### config.mk
export PLATFORM = sky130hd
export DESIGN_NAME = if_id_ex_pipe
export DESIGN_NICKNAME = d
export VERILOG_FILES = /design/src/rtl/if_id_ex_pipe.sv
export SDC_FILE = /design/constraint.sdc
export NUM_CORES = 1
export LEC_CHECK = 0
export ABC_CLOCK_PERIOD_IN_PS = 4700
export BUFFER_PORTS_ARGS = -buffer_cell sky130_fd_sc_hd__clkbuf_2
export CAP_MARGIN = 40
export CORE_MARGIN = 2
export CORE_UTILIZATION = 32
export DETAILED_ROUTE_END_ITERATION = 16
export SYNTH_ARGS = -nofsm -noshare
export SYNTH_HDL_FRONTEND = slang
export SYNTH_SLANG_ARGS = --single-unit
### constraint.sdc
create_clock -name clk -period 4.7 [get_ports clk]
set_input_delay 0 -clock clk [delete_from_list [all_inputs] [get_ports clk]]
set_output_delay 0 -clock clk [all_outputs]
set_load 0.01 [all_outputs]
### src/rtl/if_id_ex_pipe.sv
// IF/ID and ID/EX pipeline registers with the EX-stage PC adders.
// Optional macro PIPE_RS_IDX_EN adds source-register indices for forwarding.
module if_id_ex_pipe #(
    parameter int                XLEN       = 32,
    parameter int                ALU_CTRL_W = 4,
    parameter logic [XLEN-1:0]   NOP_INSTR  = 32'h00000013
) (
    input  logic                  clk,
    input  logic                  rst,
    input  logic                  stall,
    input  logic                  flush,
    input  logic [XLEN-1:0]       if_instr_in,
    input  logic [XLEN-1:0]       if_pc_in,
    output logic [XLEN-1:0]       id_instr_out,
    output logic [XLEN-1:0]       id_pc_out,
    output logic                  id_valid_out,
    input  logic [XLEN-1:0]       id_rs1_data,
    input  logic [XLEN-1:0]       id_rs2_data,
    input  logic [XLEN-1:0]       id_imm,
    input  logic [4:0]            id_rd,
    input  logic [ALU_CTRL_W-1:0] id_alu_ctrl,
    input  logic                  id_alu_src,
    input  logic                  id_mem_read,
    input  logic                  id_mem_write,
    input  logic                  id_reg_write,
    input  logic                  id_mem_to_reg,
`ifdef PIPE_RS_IDX_EN
    input  logic [4:0]            id_rs1_idx,
    input  logic [4:0]            id_rs2_idx,
    output logic [4:0]            ex_rs1_idx,
    output logic [4:0]            ex_rs2_idx,
`endif
    output logic [XLEN-1:0]       ex_pc,
    output logic [XLEN-1:0]       ex_rs1,
    output logic [XLEN-1:0]       ex_rs2,
    output logic [XLEN-1:0]       ex_imm,
    output logic [4:0]            ex_rd,
    output logic [ALU_CTRL_W-1:0] ex_alu_ctrl,
    output logic                  ex_alu_src,
    output logic                  ex_mem_read,
    output logic                  ex_mem_write,
    output logic                  ex_reg_write,
    output logic                  ex_mem_to_reg,
    output logic                  ex_valid,
    output logic [XLEN-1:0]       ex_pc_plus_imm,
    output logic [XLEN-1:0]       ex_pc_plus_4
);

    // IF/ID: flush squashes to a NOP, stall holds the current instruction.
    always_ff @(posedge clk or negedge rst) begin
        if (!rst) begin
            id_instr_out <= NOP_INSTR;
            id_pc_out    <= '0;
            id_valid_out <= 1'b0;
        end else if (flush) begin
            id_instr_out <= NOP_INSTR;
            id_pc_out    <= '0;
            id_valid_out <= 1'b0;
        end else if (!stall) begin
            id_instr_out <= if_instr_in;
            id_pc_out    <= if_pc_in;
            id_valid_out <= 1'b1;
        end
    end

    // ID/EX: both stall and flush insert an all-zero bubble, data included.
    always_ff @(posedge clk or negedge rst) begin
        if (!rst) begin
            ex_pc         <= '0;
            ex_rs1        <= '0;
            ex_rs2        <= '0;
            ex_imm        <= '0;
            ex_rd         <= '0;
            ex_alu_ctrl   <= '0;
            ex_alu_src    <= 1'b0;
            ex_mem_read   <= 1'b0;
            ex_mem_write  <= 1'b0;
            ex_reg_write  <= 1'b0;
            ex_mem_to_reg <= 1'b0;
            ex_valid      <= 1'b0;
        end else if (flush || stall) begin
            ex_pc         <= '0;
            ex_rs1        <= '0;
            ex_rs2        <= '0;
            ex_imm        <= '0;
            ex_rd         <= '0;
            ex_alu_ctrl   <= '0;
            ex_alu_src    <= 1'b0;
            ex_mem_read   <= 1'b0;
            ex_mem_write  <= 1'b0;
            ex_reg_write  <= 1'b0;
            ex_mem_to_reg <= 1'b0;
            ex_valid      <= 1'b0;
        end else begin
            ex_pc         <= id_pc_out;
            ex_rs1        <= id_rs1_data;
            ex_rs2        <= id_rs2_data;
            ex_imm        <= id_imm;
            ex_rd         <= id_rd;
            ex_alu_ctrl   <= id_alu_ctrl;
            ex_alu_src    <= id_alu_src;
            ex_mem_read   <= id_mem_read;
            ex_mem_write  <= id_mem_write;
            ex_reg_write  <= id_reg_write;
            ex_mem_to_reg <= id_mem_to_reg;
            ex_valid      <= id_valid_out;
        end
    end

`ifdef PIPE_RS_IDX_EN
    always_ff @(posedge clk or negedge rst) begin
        if (!rst) begin
            ex_rs1_idx <= '0;
            ex_rs2_idx <= '0;
        end else if (flush || stall) begin
            ex_rs1_idx <= '0;
            ex_rs2_idx <= '0;
        end else begin
            ex_rs1_idx <= id_rs1_idx;
            ex_rs2_idx <= id_rs2_idx;
        end
    end
`endif

    // Modulo-2^XLEN adders; the carry out is intentionally dropped.
    assign ex_pc_plus_imm = ex_pc + ex_imm;
    assign ex_pc_plus_4   = ex_pc + XLEN'(4);

endmodule

* After elaboration in Yosys (flattened, before gate mapping)
Cells that the tools add are included.
** Word-level totals
- Bits in registers :: 208
- Latch bits :: 0
- Bits in writable memories :: 0
- ROM bits :: 0
- Input port bits :: 178
- Output and inout bits :: 272
- Word-level logic and storage cells :: 37
- Memories :: 0
** Cells by class
- Add/sub/neg operators :: 2
- Multipliers :: 0
- Div/mod/pow operators :: 0
- Order comparisons :: 0
- Eq/ne operators :: 1
- Shift-type cells :: 0
- Mux-type cells :: 18
- Bitwise gates (word level) :: 0
- Reductions and logical operators :: 1
** Operators with widths (number)
- $mux 32 :: 8
- $add 32x3->32 const B :: 1
- $add 32x32->32 :: 1
- $mux 1 :: 8
- $mux 5 :: 1
- $mux 4 :: 1
- $ne 2x1->1 const B :: 1
- $logic_or 1x1->1 :: 1

* Logic depth before layout (Yosys ltp)
- Depth in word-level cells :: 2
- Mapped depth :: 9
- Mapped depth without buffers :: 9

* Worst setup path before layout
OpenSTA, ideal clock, no wires.
- Path type :: register to output
- From :: register ex_pc[20]
- To :: output ex_pc_plus_imm[30]
- Data arrival time :: 2420 ps
- Data required time :: 4700 ps
- Path slack :: 2280 ps
- Stages on the path, launching flop included :: 9
- Path buffers :: 1
- Cell sequence :: dfrtp_1 ha_1 clkbuf_1 nand2_1 or3_1 or4_1 o211ai_2 a311oi_1 xnor2_1
** Between the ends
- Cells in the longest elaborated chain, start to end :: 1
** Ends and longest elaborated chain
- start, declared :: RTL line 33 : output logic [XLEN-1:0] ex_pc,
- start signal, assigned :: RTL line 95 : ex_pc <= id_pc_out;
- $add 32x32->32 :: RTL line 126 : assign ex_pc_plus_imm = ex_pc + ex_imm;
- end, declared :: RTL line 45 : output logic [XLEN-1:0] ex_pc_plus_imm,
No other way between the ends.

* Worst setup path in the final report
- From :: register ex_pc[2]
- To :: output ex_pc_plus_imm[31]
The elaborated chain is that of the path after synthesis.

==> metrics.md <==
| Metric | Value |
|---|---|
| Pre-antenna DRT Iters | 5 |
| Synthesized Nets | 1047 |
| Layout area overhead | 59.0% |
| Tightest Hold Check Type | in -> async |
| Nature of the critical path endpoint | output pin |
| CP peak stage delay | 0.55 ns |
| Post-synth top area share | 55.0% |
| Worst-path clk slew | 0.06 ns |
| Setup tns final | 0 ns |
| Worst EP arrival | 3.32 ns |
| DP Wirelength | 22600 um |
| Max-capacitance violation count | 0 |
| Minimum clock period | 3.32 ns |
| Largest area contributor in the netlist | dfrtp_1 |
| Total grt overflow | 0 |
| CTS tree | built |
| Largest net degree at the start of global routing | 111 |
| First-pass GRT wire length | 51200 um |
| Setup Buffers After CTS | 0 |
| Commonest non-fill, non-tap cells in the layout | 447 x clkbuf_2, 205 x dfrtp_1, 199 x dlygate4sd3_1, 145 x and2_1, 83 x nor2_1 |
| Site row count | 62 |
| CP max stage cell | a211oi_1 |
| Critical path class | reg -> out |
| Synth Instances | 836 |
| Met1 GRT Util | 25.7% |
| Seq/Total Area, Yosys | 55.9% |
| Clk sink count | 208 |
| Peak supply drop | 0.275 mV |
| Final-layout fill cell count | 2571 |
| Clk root buf | clkbuf_16 |
| DRC violations left | 0 |
| Max_slew headroom | 47.4% |
| IO buf count | 449 |
| Final setup fails | 0 |
| F_max | 301 MHz |
| H-Tree Depth | 1 |
| Max-slew violations | 0 |
| Met3 usage | 4.33% |
| Top Usage Layer GRT | met2 |
| Post-synth ARST share | 100% |
| PwrDens | 307 nW/um^2 |
| Hold Vio Cnt, Final | 0 |
| Vias in the first global route | 9228 |
| Die Area | 30500 um^2 |
| Number of synthesized flops with an enable pin | 0 |
| Measured slew at the worst slew-check pin | 0.789 ns |
| CP cell instances | ha_1 -> o211ai_1 -> o211ai_1 -> a211oi_1 -> o211ai_1 -> o21ai_0 -> a21oi_1 -> xnor2_1 -> clkbuf_2 |
| Leak Pwr | 0.00801 uW |
| Mapped Area | 9330 um^2 |
| Avg Cell Area, Syn | 11.2 um^2 |
| Layout Skew | 0.0106 ns |
| Nets | 1682 |
| Startpoint types | register |
| Worst r2r src | id_pc_out[5]$_DFFE_PN0P_ |
| I/O Pins | 450 |
| Warnings, synthesis | 0 |
| Synth area leaders | dfrtp_1 55%, and2_1 9.7%, mux2i_1 6.5% |
| Core box area | 28700 um^2 |
| Starting DRC count in detailed routing | 531 |
| Reg2reg end | id_pc_out[5]$_DFFE_PN0P_ |
| Vias per std cell | 4.56 |
| Seq cells post-synth | 208 |
| Worst-Skew Late Latency | 0.54 ns |
| PostCTS Resize Cnt | 0 |
| Die Y | 175 um |
| Initial antenna violation count | 4 |
| Routability cong. | 0.973 |
| Top_reg_cell synth | dfrtp_1 |
| Crit path required time | 4.70 ns |
| R2R depth | 3 |
| Crit. Startpoint | ex_pc[2]$_DFF_PN0_ |
| Drt wl/cell | 17.5 um |
| Layout cells sized above 1 | 34.0% |
| Yosys cell types | 48 |
| CP Max Fanout | 7 |
| Fin cells | 1875 |
| Cts bufs inserted | 25 |
| Vias | 8559 |
| Die W | 175 um |
| Placed cell count | 1629 |
| Most used cell, CP | o211ai_1 |
| RSZ-0062 raised after global routing | no |
| Clock Tree Buf Depth | 3 |
| Global Route Usage Sum | 21.2% |
| Commonest non-fill, non-tap cell in the layout | clkbuf_2 |
| Final ANT Viol Nets | 0 |
| Outcome | completed |
| Period utilization | 70.7% |
| Initial Util | 32.5% |
| WL final | 32800 um |
| FF-to-FF setup slack | 3.37 ns |
| GR Util met2 | 37.1% |
-- layout make-up --
type / instances / area [um^2] / share of cell area [%]
Timing Repair Buffer: 653 / 4330 / 29.2
Clock buffer: 33 / 696 / 4.69
Tap cell: 384 / 480 / 3.24
Multi-Input combinational cell: 575 / 3910 / 26.4
Antenna cell: 1 / 2.50 / 0.0169
Inverter: 8 / 30.0 / 0.203
Clock inverter: 13 / 161 / 1.09
Sequential cell: 208 / 5210 / 35.1
-- power by group --
| group | switching (uW) | internal [uW] | leakage [uW] |
|---|---|---|---|
| registers | 49.1 | 1870 | 0.00279 |
| logic | 307 | 318 | 0.00479 |
| clock network | 800 | 1210 | 0.000425 |
-- worst max-delay path: cells and delay by family, from the launching register on --
kind            cells  cell delay [ns]
flops               1             0.46
xor+xnor            1             0.19
compound gates      6             1.60
fa+ha+maj           1             0.38
buf+inv             1             0.16
-- per-layer routing --
metal | up-vias | part of all wire, %
met5 | - | 0.037
met2 | 306 | 51
li1 | 4076 | -
met1 | 4103 | 40
met4 | 2 | 4.0
met3 | 72 | 5.6
-- Yosys cell counts, drive strengths merged, types with 8 or more instances --
| cell type | number |
|---|---|
| dfrtp | 205 |
| and3 | 11 |
| nand3 | 11 |
| clkbuf | 31 |
| ha | 32 |
| nand4 | 10 |
| o21ai | 17 |
| xor2 | 22 |
| nor2 | 84 |
| a21oi | 38 |
| mux2i | 61 |
| and2 | 146 |
| xnor2 | 37 |
| a21o | 13 |
| inv | 8 |
| buf | 14 |
| nand2 | 35 |
-- metrics by stage --
| stage | hold WS, ns | setup slack (ns) | util, % | area, um^2 | total power (uW) |
|---|---|---|---|---|---|
| after floorplan | -0.296 | 2.28 | - | 9330 | 2150 |
| after global placement | 0.0907 | 1.95 | 41.6 | 11900 | 2420 |
| after detailed placement | 0.0959 | 1.96 | 41.7 | 12000 | 2430 |
| after CTS | 0.140 | 1.36 | 51.6 | 14800 | 4590 |
| after global routing | 0.162 | 1.13 | 51.6 | 14800 | 4740 |
| final | 0.0928 | 1.38 | 51.6 | 14800 | 4550 |
-- how the worst max path moves through the flow --
stage,depth (start not counted),slack [ns],end
4_1_cts,10,1.36,ex_pc_plus_imm[30]
3_3_place_gp,10,1.95,ex_pc_plus_imm[30]
5_1_grt,10,1.13,ex_pc_plus_imm[30]
6_report,9,1.38,ex_pc_plus_imm[31]
2_1_floorplan,8,2.28,ex_pc_plus_imm[30]
3_5_place_dp,10,1.96,ex_pc_plus_imm[30]
-- logic make-up (layout without fill, tap and decap cells) --
group                    after synthesis  count (layout)  synth area share, %
AND/OR/NAND/NOR                      318             318                 18.1
multiplexers                          61              61                 6.55
AO/OA/AOI/OAI                        104             104                 7.16
other                                  0               1                    0
adder cells (fa/ha/maj)               33              33                 4.51
buffers and inverters                 53             707                 2.28
flip-flops                           208             208                 55.9
XOR/XNOR                              59              59                 5.54
-- repair_timing --
item / in CTS / in global routing
hold buffers: 199 / 0
endpoints found under the hold margin: 280 / 0
endpoints found under the setup margin: 0 / 0
Note: power is estimated with default switching activity, not from simulation.
